===== src/rtl/config_sequencer_pkg.sv =====
// Shared types for the config sequencer: FSM states, default field widths,
// and the serial chain length helper.
package config_sequencer_pkg;

  typedef enum logic [1:0] {
    IDLE  = 2'd0,
    SHIFT = 2'd1,
    DONE  = 2'd2
  } state_t;

  localparam int DefClockConfigWidth = 6;
  localparam int DefScaleWidth       = 6;

  function automatic int chain_len(input int clockConfigWidth, input int scaleWidth);
    return clockConfigWidth + 2 * scaleWidth;
  endfunction

endpackage


===== src/rtl/config_sequencer_if.sv =====
// Start handshake, parallel config, serial chain pins and readback of the config sequencer.
// master = requester/chain side, slave = the sequencer.
interface config_sequencer_if
  import config_sequencer_pkg::*;
#(
  parameter int ClockConfigWidth = DefClockConfigWidth,
  parameter int ScaleWidth       = DefScaleWidth
) ();

  logic                        startValid;
  logic                        startReady;
  logic [ClockConfigWidth-1:0] clockConfigIn;
  logic [ScaleWidth-1:0]       adcScaleIn;
  logic [ScaleWidth-1:0]       dacScaleIn;
  logic                        serialEn;
  logic                        serialIn;
  logic                        serialOut;
  logic                        busy;
  logic                        done;
  logic [ClockConfigWidth-1:0] rbClockConfig;
  logic [ScaleWidth-1:0]       rbAdcScale;
  logic [ScaleWidth-1:0]       rbDacScale;

  modport master (
    output startValid, clockConfigIn, adcScaleIn, dacScaleIn, serialOut,
    input  startReady, serialEn, serialIn, busy, done,
    input  rbClockConfig, rbAdcScale, rbDacScale
  );

  modport slave (
    input  startValid, clockConfigIn, adcScaleIn, dacScaleIn, serialOut,
    output startReady, serialEn, serialIn, busy, done,
    output rbClockConfig, rbAdcScale, rbDacScale
  );

endinterface


===== src/rtl/config_sequencer_shifter.sv =====
// tx/rx shift registers and bit counter; lastShift flags the final shift edge.
// rx exists only with CONFIG_SEQ_READBACK_EN; otherwise rxNext is 0 and serialOut is ignored.
module config_sequencer_shifter
  import config_sequencer_pkg::*;
#(
  parameter int ClockConfigWidth = DefClockConfigWidth,
  parameter int ScaleWidth       = DefScaleWidth,
  localparam int ChainLen        = chain_len(ClockConfigWidth, ScaleWidth),
  localparam int CntWidth        = $clog2(ChainLen + 1)
) (
  input  logic                clk,
  input  logic                reset,
  input  logic                load,
  input  logic                shift,
  input  logic [ChainLen-1:0] loadData,
  input  logic                serialOut,
  output logic                txMsb,
  output logic                lastShift,
  output logic [ChainLen-1:0] rxNext
);

  logic [ChainLen-1:0] tx;
  logic [CntWidth-1:0] count;

  always_ff @(posedge clk) begin
    if (reset) begin
      tx    <= '0;
      count <= '0;
    end else if (load) begin
      tx    <= loadData;
      count <= '0;
    end else if (shift) begin
      tx <= {tx[ChainLen-2:0], 1'b0};
      // Saturate so the counter never wraps if shift were held too long.
      if (count != CntWidth'(ChainLen)) begin
        count <= count + CntWidth'(1);
      end
    end
  end

  assign txMsb     = tx[ChainLen-1];
  assign lastShift = shift && (count == CntWidth'(ChainLen - 1));

`ifdef CONFIG_SEQ_READBACK_EN
  logic [ChainLen-1:0] rx;

  // Chain MSB leaves first, so rx fills MSB-first and ends equal to the old chain.
  assign rxNext = {rx[ChainLen-2:0], serialOut};

  always_ff @(posedge clk) begin
    if (reset) begin
      rx <= '0;
    end else if (shift) begin
      rx <= rxNext;
    end
  end
`else
  logic unusedSerialOut;
  assign unusedSerialOut = serialOut;
  assign rxNext          = '0;
`endif

endmodule


===== src/rtl/config_sequencer.sv =====
// Shifts {dac, adc, clock} MSB-first into the config chain: ChainLen shift cycles, then a one-cycle done.
// startReady only in IDLE, requests elsewhere are dropped; CONFIG_SEQ_READBACK_EN enables rb* readback.
module config_sequencer
  import config_sequencer_pkg::*;
#(
  parameter int ClockConfigWidth = DefClockConfigWidth,
  parameter int ScaleWidth       = DefScaleWidth
) (
  input logic               clk,
  input logic               reset,
  config_sequencer_if.slave bus
);

  localparam int ChainLen = chain_len(ClockConfigWidth, ScaleWidth);

  state_t              state;
  logic                startReady;
  logic                serialEn;
  logic                busy;
  logic                done;
  logic                accept;
  logic                shift;
  logic                txMsb;
  logic                lastShift;
  logic [ChainLen-1:0] loadData;
  logic [ChainLen-1:0] rxNext;

  assign accept   = bus.startValid && startReady;
  assign shift    = (state == SHIFT);
  assign loadData = {bus.dacScaleIn, bus.adcScaleIn, bus.clockConfigIn};

  config_sequencer_shifter #(
    .ClockConfigWidth(ClockConfigWidth),
    .ScaleWidth      (ScaleWidth)
  ) u_shifter (
    .clk      (clk),
    .reset    (reset),
    .load     (accept),
    .shift    (shift),
    .loadData (loadData),
    .serialOut(bus.serialOut),
    .txMsb    (txMsb),
    .lastShift(lastShift),
    .rxNext   (rxNext)
  );

  always_ff @(posedge clk) begin
    if (reset) begin
      state      <= IDLE;
      startReady <= 1'b1;
      serialEn   <= 1'b0;
      busy       <= 1'b0;
      done       <= 1'b0;
    end else begin
      case (state)
        IDLE: begin
          if (accept) begin
            state      <= SHIFT;
            startReady <= 1'b0;
            serialEn   <= 1'b1;
            busy       <= 1'b1;
          end
        end
        SHIFT: begin
          if (lastShift) begin
            state    <= DONE;
            serialEn <= 1'b0;
            done     <= 1'b1;
          end
        end
        DONE: begin
          state      <= IDLE;
          done       <= 1'b0;
          busy       <= 1'b0;
          startReady <= 1'b1;
        end
        default: begin
          state      <= IDLE;
          startReady <= 1'b1;
          serialEn   <= 1'b0;
          busy       <= 1'b0;
          done       <= 1'b0;
        end
      endcase
    end
  end

  assign bus.startReady = startReady;
  assign bus.serialEn   = serialEn;
  assign bus.serialIn   = serialEn & txMsb;
  assign bus.busy       = busy;
  assign bus.done       = done;

`ifdef CONFIG_SEQ_READBACK_EN
  logic [ChainLen-1:0] rb;

  // Capture on the final shift edge so rb is already valid while done is high.
  always_ff @(posedge clk) begin
    if (reset) begin
      rb <= '0;
    end else if (lastShift) begin
      rb <= rxNext;
    end
  end

  assign bus.rbClockConfig = rb[ClockConfigWidth-1:0];
  assign bus.rbAdcScale    = rb[ClockConfigWidth+ScaleWidth-1:ClockConfigWidth];
  assign bus.rbDacScale    = rb[ChainLen-1:ClockConfigWidth+ScaleWidth];
`else
  logic unusedReadback;
  assign unusedReadback    = ^rxNext;
  assign bus.rbClockConfig = '0;
  assign bus.rbAdcScale    = '0;
  assign bus.rbDacScale    = '0;
`endif

endmodule


===== src/flat_wrapper.sv =====
// flat-port wrapper written by rule: the top's interface ports become plain ports
module config_sequencer_flat import config_sequencer_pkg::*;
#(
  parameter int ClockConfigWidth = DefClockConfigWidth,
  parameter int ScaleWidth       = DefScaleWidth
)
  (clk, reset, bus_startValid, bus_clockConfigIn, bus_adcScaleIn, bus_dacScaleIn, bus_serialOut, bus_startReady, bus_serialEn, bus_serialIn, bus_busy, bus_done, bus_rbClockConfig, bus_rbAdcScale, bus_rbDacScale);
  config_sequencer_if #(.ClockConfigWidth(ClockConfigWidth), .ScaleWidth(ScaleWidth)) bus_i ();
  input logic clk;
  input logic reset;
  input wire logic [$bits(bus_i.startValid)-1:0] bus_startValid;
  input wire logic [$bits(bus_i.clockConfigIn)-1:0] bus_clockConfigIn;
  input wire logic [$bits(bus_i.adcScaleIn)-1:0] bus_adcScaleIn;
  input wire logic [$bits(bus_i.dacScaleIn)-1:0] bus_dacScaleIn;
  input wire logic [$bits(bus_i.serialOut)-1:0] bus_serialOut;
  output wire logic [$bits(bus_i.startReady)-1:0] bus_startReady;
  output wire logic [$bits(bus_i.serialEn)-1:0] bus_serialEn;
  output wire logic [$bits(bus_i.serialIn)-1:0] bus_serialIn;
  output wire logic [$bits(bus_i.busy)-1:0] bus_busy;
  output wire logic [$bits(bus_i.done)-1:0] bus_done;
  output wire logic [$bits(bus_i.rbClockConfig)-1:0] bus_rbClockConfig;
  output wire logic [$bits(bus_i.rbAdcScale)-1:0] bus_rbAdcScale;
  output wire logic [$bits(bus_i.rbDacScale)-1:0] bus_rbDacScale;
  assign bus_i.startValid = bus_startValid;
  assign bus_i.clockConfigIn = bus_clockConfigIn;
  assign bus_i.adcScaleIn = bus_adcScaleIn;
  assign bus_i.dacScaleIn = bus_dacScaleIn;
  assign bus_i.serialOut = bus_serialOut;
  assign bus_startReady = bus_i.startReady;
  assign bus_serialEn = bus_i.serialEn;
  assign bus_serialIn = bus_i.serialIn;
  assign bus_busy = bus_i.busy;
  assign bus_done = bus_i.done;
  assign bus_rbClockConfig = bus_i.rbClockConfig;
  assign bus_rbAdcScale = bus_i.rbAdcScale;
  assign bus_rbDacScale = bus_i.rbDacScale;
  config_sequencer #(.ClockConfigWidth(ClockConfigWidth), .ScaleWidth(ScaleWidth)) u_core (.clk(clk), .reset(reset), .bus(bus_i));
endmodule

===== config.mk =====
export PLATFORM = sky130hd
export DESIGN_NAME = config_sequencer_flat
export DESIGN_NICKNAME = d
export VERILOG_FILES = /design/src/rtl/config_sequencer_pkg.sv /design/src/rtl/config_sequencer_if.sv /design/src/rtl/config_sequencer_shifter.sv /design/src/rtl/config_sequencer.sv /design/src/flat_wrapper.sv
export SDC_FILE = /design/constraint.sdc
export NUM_CORES = 1
export LEC_CHECK = 0
export ABC_AREA = 1
export CAP_MARGIN = 5
export CORE_ASPECT_RATIO = 1.75
export CORE_MARGIN = 2
export CORE_UTILIZATION = 39
export CTS_CLUSTER_DIAMETER = 40
export DETAILED_ROUTE_END_ITERATION = 10
export PLACE_DENSITY = 0.68
export SLEW_MARGIN = 20
export SYNTH_ARGS = -nofsm -noshare
export SYNTH_HDL_FRONTEND = slang
export SYNTH_HIERARCHICAL = 1
export SYNTH_SLANG_ARGS = --single-unit

===== constraint.sdc =====
create_clock -name clk -period 1.87 [get_ports clk]
set_clock_uncertainty 0.2 [all_clocks]
set_input_delay 0.374 -clock clk [delete_from_list [all_inputs] [get_ports clk]]
set_output_delay 0.374 -clock clk [all_outputs]
set_load 0.005 [all_outputs]

Word level (Yosys, flattened, before mapping). Index checks and enable logic that the tools add are counted.

Multiplexer cells: 13. Reductions and logical operators: 10. Bitwise logic cells: 4. Eq/ne operators: 6. $add $sub $neg: 1.

Operator list (number): two-way mux 18 bit (2); AND reduction 2 bit (4); case mux 1 bit (2 select lines) (3); adder 5 x 1 -> 5 bit (second input constant) (1); == test 5 bit (second input constant) (1); inequality test 5 bit (second input constant) (1); two-way mux 1 bit (4); two-way mux 2 bit (2); inequality test 2 x 1 -> 1 bit (second input constant) (2); case mux 2 bit (2 select lines) (1); inverter 1 bit (3); case mux 1 bit (3 select lines) (1); AND reduction 3 bit (1); == test 2 x 1 -> 1 bit (second input constant) (1); == test 2 bit (second input constant) (1); logical AND 1 bit (2); logical NOT 2 bit (1); nonzero test 2 bit (1); OR reduction 2 bit (1); bitwise AND 1 bit (1).

Input port bits: 22. Word-level logic and storage cells: 41. Flip-flop bits (word level): 29.

Depth between registers and ports, before layout. Gate-level depths: netlist of the first run.

Word-level depth: 4. Depth in mapped cells: 10.

Hierarchy. The synthesis of the first run kept the hierarchy.

Modules (own cells, without submodules): config_sequencer_shifter (area an instance 1276.2 µm², instances 1, cells each 190, sequential area each 460.4 µm²); config_sequencer (area an instance 360.3 µm², instances 1, cells each 49, sequential area each 120.1 µm²).

Worst setup path before layout of the first run. Ideal clock, no wire load.

Path kind: register -> register. Start point: register u_core.state[0]. End point: register u_core.u_shifter.tx[10]. Library setup time: 0.056 ns. Arrival time: 1.200 ns. Data required time: 1.614 ns. Path buffers: 2. Setup slack: 0.414 ns. Stages on the path, launching flop included: 11. Path through: dfxtp_1 > inv_1 > nor2_1 > buf_6 > inv_4 > nor2_4 > buf_6 > nand2_1 > nand3_1 > nand2_1 > inv_1.

Word-level cells in the longest chain between the ends: 2.

RTL lines: start: declaration (RTL line config_sequencer.sv:16) `state_t state;`; start signal: assignment (RTL line config_sequencer.sv:49) `state <= IDLE;`; start signal: assignment (RTL line config_sequencer.sv:58) `state <= SHIFT;`; start signal: assignment (RTL line config_sequencer.sv:66) `state <= DONE;`; == test 2 x 1 -> 1 bit (RTL line config_sequencer.sv:29) `assign shift = (state == SHIFT);`; named net u_core.shift (RTL line config_sequencer.sv:22) `logic shift;`; nonzero test 2 bit (no source line); end signal: assignment (RTL line config_sequencer_shifter.sv:30) `tx <= loadData;`; end signal: assignment (RTL line config_sequencer_shifter.sv:33) `tx <= {tx[ChainLen-2:0], 1'b0};`; end: declaration (RTL line config_sequencer_shifter.sv:22) `logic [ChainLen-1:0] tx;`.

The timed path passes the listed nets, and every way through them passes these cells. A chain may end at the register's enable or synchronous reset.

Final worst setup path of the first run.
Start point: register u_core.u_shifter.tx[17]. End point: output port bus_serialIn.

Word-level cells in the longest chain between the ends: 1.

RTL lines: bitwise AND 1 bit (RTL line config_sequencer.sv:90) `assign bus.serialIn = serialEn & txMsb;`; end: declaration (RTL line flat_wrapper.sv:18) `output wire logic [$bits(bus_i.serialIn)-1:0] bus_serialIn;`.

Every way passes these cells.

==> results of run 1 <==
## flip-flops by register name, summed over array words and instances (netlist names)
| name | count |
|---|---|
| u_core/bus.serialEn | 1 |
| u_core/state | 2 |
| u_core/bus.startReady | 1 |
| u_core/bus.busy | 1 |
| u_core/u_shifter/count | 5 |
| u_core/bus.done | 1 |
| u_core/u_shifter/tx | 18 |
## placed cells by master (no fill, tap or decap)
master            n
a21oi_1           8
a31oi_1           2
buf_12            2
buf_4             6
clkbuf_1          1
clkbuf_8          6
clkdlybuf4s50_1  25
conb_1           18
dfxtp_1          29
ha_1              3
inv_1            26
inv_4             1
nand2_1          83
nand3_1          19
nand4_1           1
nor2_1           15
nor2_2            1
nor2_4            2
nor3_1            2
o21ai_0           1
o21ai_1           1
o21ai_2           1
## metrics by stage
step / TNS (ns) / total power [mW] / std cells / worst slack [ns] / hold WS, ns
floorplan: 0 / 0.8750 / 237 / 0.4136 / 0.2331
global placement: -0.02308 / 0.9482 / 292 / -0.02308 / 0.2447
detailed placement: -0.05495 / 0.9523 / 292 / -0.05495 / 0.2498
CTS: 0 / 1.462 / 299 / 0.07542 / 0.2674
global route: 0 / 1.524 / 299 / 0.02352 / 0.2955
finish: 0 / 1.443 / 299 / 0.09657 / 0.2622
## worst paths after layout
kind / end / slack, ns
max: bus_serialIn / 0.1
min: u_core/bus.done$_SDFFE_PP0P_ / 0.26
max reg2reg: u_core/bus.done$_SDFFE_PP0P_ / 0.30
min reg2reg: u_core/bus.done$_SDFFE_PP0P_ / 0.26
## area by class of cell
class	count	area [sq um]	share of cell area, %
Clock buffer	7	86.33	4.672
Timing Repair Buffer	33	335.3	18.14
Tap cell	46	57.56	3.114
Multi-Input combinational cell	157	684.4	37.03
Inverter	27	103.9	5.620
Sequential cell	29	580.6	31.42
## power groups by stage
stage | logic (mW) | clock network [mW] | registers, mW
5_1_grt | 0.289 | 0.548 | 0.687
6_report | 0.255 | 0.507 | 0.682
2_1_floorplan | 0.184 | 0 | 0.691
3_3_place_gp | 0.254 | 0 | 0.694
3_5_place_dp | 0.257 | 0 | 0.695
4_1_cts | 0.258 | 0.523 | 0.682
## worst min-delay path, stage by stage (launching register included)
cell     delay (ns)
dfxtp_1        0.33
o21ai_1        0.07
inv_1          0.04
## metal layers
metal / global-route usage [%] / vias up
li1: - / 699
met4: 7.371 / 0
met2: 24.40 / 35
met5: 0 / -
met3: 3.833 / 4
met1: 14.77 / 586
==> results.toml, run 1 <==
[run_status]
outcome = "finished clean"

[worst_setup_path]
worst-path-stages = 3
max_stage_delay_ns = 0.48
required_ns = 1.30
worst-path-max-fanout = 2
r2r_start = "u_core/state[0]$_SDFFE_PP0P_"
critPathLaunchType = "flip-flop"
cp-startpoint = "u_core/u_shifter/tx[17]$_SDFFE_PP0P_"
end_kind = "output port"
critPathKind = "reg2out"
slowest_stage = "clkdlybuf4s50_1"
r2r_cells = 9
crit_buf_inv = 2
cp_top_family = "buffers and inverters"
cp_cell_sequence = "nand2_1 > inv_1 > clkdlybuf4s50_1"
arrival_ns = 1.20

[power_and_ir_drop]
p_switching_mw = 0.3674
vdd_drop_max_mv = 0.5767
internal_power_mw = 1.076
switching_share_pct = 25.45
power_frac_seq_pct = 47.2
p_leak_nw = 0.9268
combPwrFrac_pct = 17.7
pwr-share-clk_pct = 35.1
p_per_area_nw_per_um2 = 781.1

[placed_design]
place.port_buffers = 25
gp_congestion = 0.7976
placed_cell_area_sq_um = 1762
hpwl_microns = 1995

[run]
cap_violations = 0

[timing]
hold_viol_final = 0
setup_viol = 0
rsz0062_at_grt = "no"
slew_violations = 0
finalCriticalPeriod_ns = 1.773
finalCritPeriodShare_pct = 94.84
fmax_mhz = 563.9

[routing]
avgViaCountPerCell = 4.428
wirelength_microns = 2697
vias = 1324
top_layer = "met4"
drt_iter0_drc = 20
drt-pass1-iter-count = 5
drc = 0
wl_met3_microns = 124
wl_met1_microns = 1120
ant_nets = 0
wl_per_cell_microns = 9.020
dr_wl_met2_microns = 1410

[clock_tree]
cts_tree = "done"
h-tree-depth = 2
cts_made_buffers = 5
cts_hold_buf = 0
cts_resized = 0
clock_latency_ns = 0.27
cts_buffer_depth = 2
ctsRootBufferMaster = "clkbuf_8"
postCtsSetupBuffers = 0
cts_sinks = 29
cts.clk_slew.worst_paths_ns = 0.06

[floorplan]
row_count = 29
start_util_pct = 40.87
die_area_sq_um = 4371
fp.dieH_microns = 85.98
core_sq_um = 3665
pin_count = 45
chipWidth_microns = 50.85

[final_layout]
drive_above_1_share_pct = 7.510
fin_util_pct = 50.43
final_cell_area_sq_um = 1848
area_growth_pct = 23.39
fillers = 397
fin_nets = 278
num_antenna_cells = 0

[synthesis]
synthCells = 220
syn_area_sq_um = 1498
avgSynthCellArea_sq_um = 6.808
ys_warn_count = 6

[global_routing]
grt_pass1_vias = 1177
grt_max_degree = 19
grt_pass1_wl_microns = 4650
overflow = 0
grtUsageTotal_pct = 13.92
antenna_found_initial = 0

[min_path]
hold_start = "u_core/bus.done$_SDFFE_PP0P_"
hp-class = "reg2reg"
min_path_cells = 2
Note: power is estimated with default switching activity, not from simulation.
==> run 2: changes to the inputs <==
- SKIP_LAST_GASP: default -> 1
==> results of run 2 <==
The final DEF is identical to that of run 1; final timing and power are the same.
==> run 3: changes to the inputs <==
- PLACE_DENSITY: 0.68 -> 0.71
- SYNTH_HIERARCHICAL: 1 -> default
- TNS_END_PERCENT: default -> 5
- clock period: 1.87 -> 1.5 ns (I/O delays scaled with it)
==> run 3 against run 2 <==
Effect of this change: the run now ends with negative setup slack left; clock power increased by 62%; routed wire length increased by 15%; setup slack got worse by 0.22 ns; sequential share of layout area decreased by 2.5 points; sequential power increased by 25%; via count increased by 6.4%; final cell count increased by 5.7%; register-to-register slack got worse by 0.27 ns; core utilization increased by 1.4 points; clock-buffer cell count unchanged; final area increased by 9.4%; synthesized area increased by 6.4%; largest power group unchanged.
==> results.toml, run 3 <==
[clock_tree]
cts_sinks = 29
postCtsSetupBuffers = 0
h-tree-depth = 2
cts.clk_slew.worst_paths_ns = 0.06
cts_tree = "done"
cts_buffer_depth = 2
ctsRootBufferMaster = "clkbuf_8"
clock_latency_ns = 0.28
cts_hold_buf = 0
cts_made_buffers = 5

[timing]
finalCritPeriodShare_pct = 108.1
setup_viol = 3
finalCriticalPeriod_ns = 1.621
setup_ws_ns = -0.1209
rsz0062_at_grt = "yes"
slew_violations = 0
hold_viol_final = 0
fmax_mhz = 616.9

[global_routing]
grt_max_degree = 20
grtUsageTotal_pct = 14.96
overflow = 0
grt_pass1_wl_microns = 5147
antenna_found_initial = 0
grt_pass1_vias = 1267

[worst_setup_path]
worst-path-stages = 1
max_stage_delay_ns = 0.50
end_kind = "output port"
slowest_stage = "clkdlybuf4s50_1"
cp_cell_sequence = "clkdlybuf4s50_1"
cp_top_family = "buffers and inverters"
required_ns = 1.00
cp-startpoint = "u_core.bus.startReady$_SDFFE_PP1P_"
critPathKind = "reg2out"
worst-path-max-fanout = 3
critPathLaunchType = "flip-flop"
reg2reg_slack_ns = 0.03
r2r_cells = 8
arrival_ns = 1.12
crit_buf_inv = 1
reg2reg_to = "u_core.u_shifter.count[1]$_SDFFE_PP0P_"
r2r_start = "u_core.u_shifter.count[0]$_SDFFE_PP0P_"

[synthesis]
synthArstFlopShare_pct = 0
ys_types = 22
synth.most_common_cell = "nand2_1"
synthXorXnorAreaFrac_pct = 0.5495
ys_warn_count = 0
synth_top_area_share_pct = 36.42
synthCells = 230
syn_area_sq_um = 1594
synthAdderAreaFrac_pct = 2.355
synth_ff_type = "dfxtp_1"
yosys-top-cells-count = "103 x nand2_1, 29 x dfxtp_1, 18 x buf_4, 15 x a21oi_1, 13 x inv_1"
synth_compound_area_share_pct = 9.341
synth_top_family_by_area = "simple AND/OR/NAND/NOR gates"
yosysTopAreaCell = "dfxtp_1"
synth_area_leaders = "dfxtp_1 36%, nand2_1 24%, buf_4 8.5%"
ys_seq_elements = 29
synth-simple-area-share_pct = 34.07
avgSynthCellArea_sq_um = 6.931
synth_edf_count = 0
muxShareOfSynthArea_pct = 0
seq_area_frac_synth_pct = 36.42

[final_layout]
fin_util_pct = 51.79
largest_register_ffs = 18
top_regs = "u_core.u_shifter.tx: 18 flops, u_core.u_shifter.count: 5 flops, u_core.state: 2 flops"
area_growth_pct = 26.84
fin_nets = 292
num_antenna_cells = 0
top_register = "u_core.u_shifter.tx"
final_common_cell = "nand2_1"
fillers = 392
drive_above_1_share_pct = 16.04
final_cell_mix = "103 x nand2_1, 27 x dfxtp_1, 23 x clkdlybuf4s50_1, 18 x conb_1, 15 x a21oi_1"
final-seq-area_sq_um = 585.6
multi_input_area_sq_um = 805.8

[run_status]
outcome = "finished, violations left"
violations = "negative setup slack"

[min_path]
hold_path_end = "u_core.bus.busy$_SDFFE_PP0P_"
min_path_cells = 2
hp-class = "reg2reg"
hold_start = "u_core.bus.busy$_SDFFE_PP0P_"

[floorplan]
core_sq_um = 3904
die_area_sq_um = 4634
chipWidth_microns = 52.33
fp.dieH_microns = 88.57
row_count = 30
pin_count = 45
start_util_pct = 40.83

[placed_design]
pre_cts_slack_ns = -0.2345
place.port_buffers = 25
hpwl_microns = 2378
gp_congestion = 0.7807

[routing]
drt-pass1-iter-count = 4
drc = 0
drt_iter0_drc = 31
ant_nets = 0
wirelength_microns = 3111
avgViaCountPerCell = 4.459
vias = 1409
wl_per_cell_microns = 9.845

[power_and_ir_drop]
p_leak_nw = 0.9341
power_mw = 2.069
vdd_drop_max_mv = 0.6993
p_per_area_nw_per_um2 = 1023

[run]
cap_violations = 0
## run 3: tightest hold or removal path: stages (launching register included)
cell     delay (ns)
dfxtp_1        0.31
nand2_1        0.06
nand2_1        0.04
## run 3: logic make-up after synthesis
family	after synthesis
xor+xnor	1
flops	29
simple gates	131
fa+ha+maj	3
compound gates	24
buf+inv	41
other cells	1
## run 3: per-layer routing
layer  GRT usage (%)  share of wire (%)  up-vias
met5               0                  0        -
met4           8.392                2.3        0
met3           4.054                4.2        7
met2           26.14                 53       32
met1           15.68                 41      628
li1                -                  -      742
## run 3: how the worst max path moves through the flow
| stage | endpoint | slack, ns |
|---|---|---|
| finish | bus_startReady | -0.12 |
| global placement | u_core.u_shifter.tx[4]$_SDFFE_PP0P_ | -0.22 |
| CTS | bus_startReady | -0.18 |
| global route | bus_startReady | -0.15 |
| detailed placement | u_core.u_shifter.tx[4]$_SDFFE_PP0P_ | -0.23 |
| floorplan | u_core.u_shifter.count[1]$_SDFFE_PP0P_ | 0.12 |
## run 3: repair_timing
item	4_1_cts	5_1_grt
endpoints found under the setup margin	5	15
pin swaps	0	0
resized for setup	2	3
## run 3: report_power, final
group | leakage (nW) | switching, mW | internal (mW)
Clock | 0.0585 | 0.280 | 0.540
Sequential | 0.237 | 0.0301 | 0.823
Combinational | 0.638 | 0.209 | 0.187
Total | 0.934 | 0.519 | 1.55
## run 3: metrics by stage
| stage | TNS [ns] | cell area (sq um) | hold WS, ns | instances |
|---|---|---|---|---|
| after floorplan | 0 | 1658 | 0.2278 | 247 |
| after global placement | -4.122 | 1899 | 0.2409 | 308 |
| after detailed placement | -4.381 | 1899 | 0.2481 | 308 |
| after CTS | -0.5763 | 2016 | 0.2586 | 316 |
| after global routing | -0.8322 | 2022 | 0.2714 | 316 |
| final | -0.3215 | 2022 | 0.2505 | 316 |
## run 3: layout make-up
type                    count  area share [%]
clock buffers               7           4.270
clock inverters             1           1.485
flip-flops and latches     29           28.96
multi-input cells         177           39.85
well taps                  48           2.970
repair buffers             38           19.12
inverters                  16           3.342
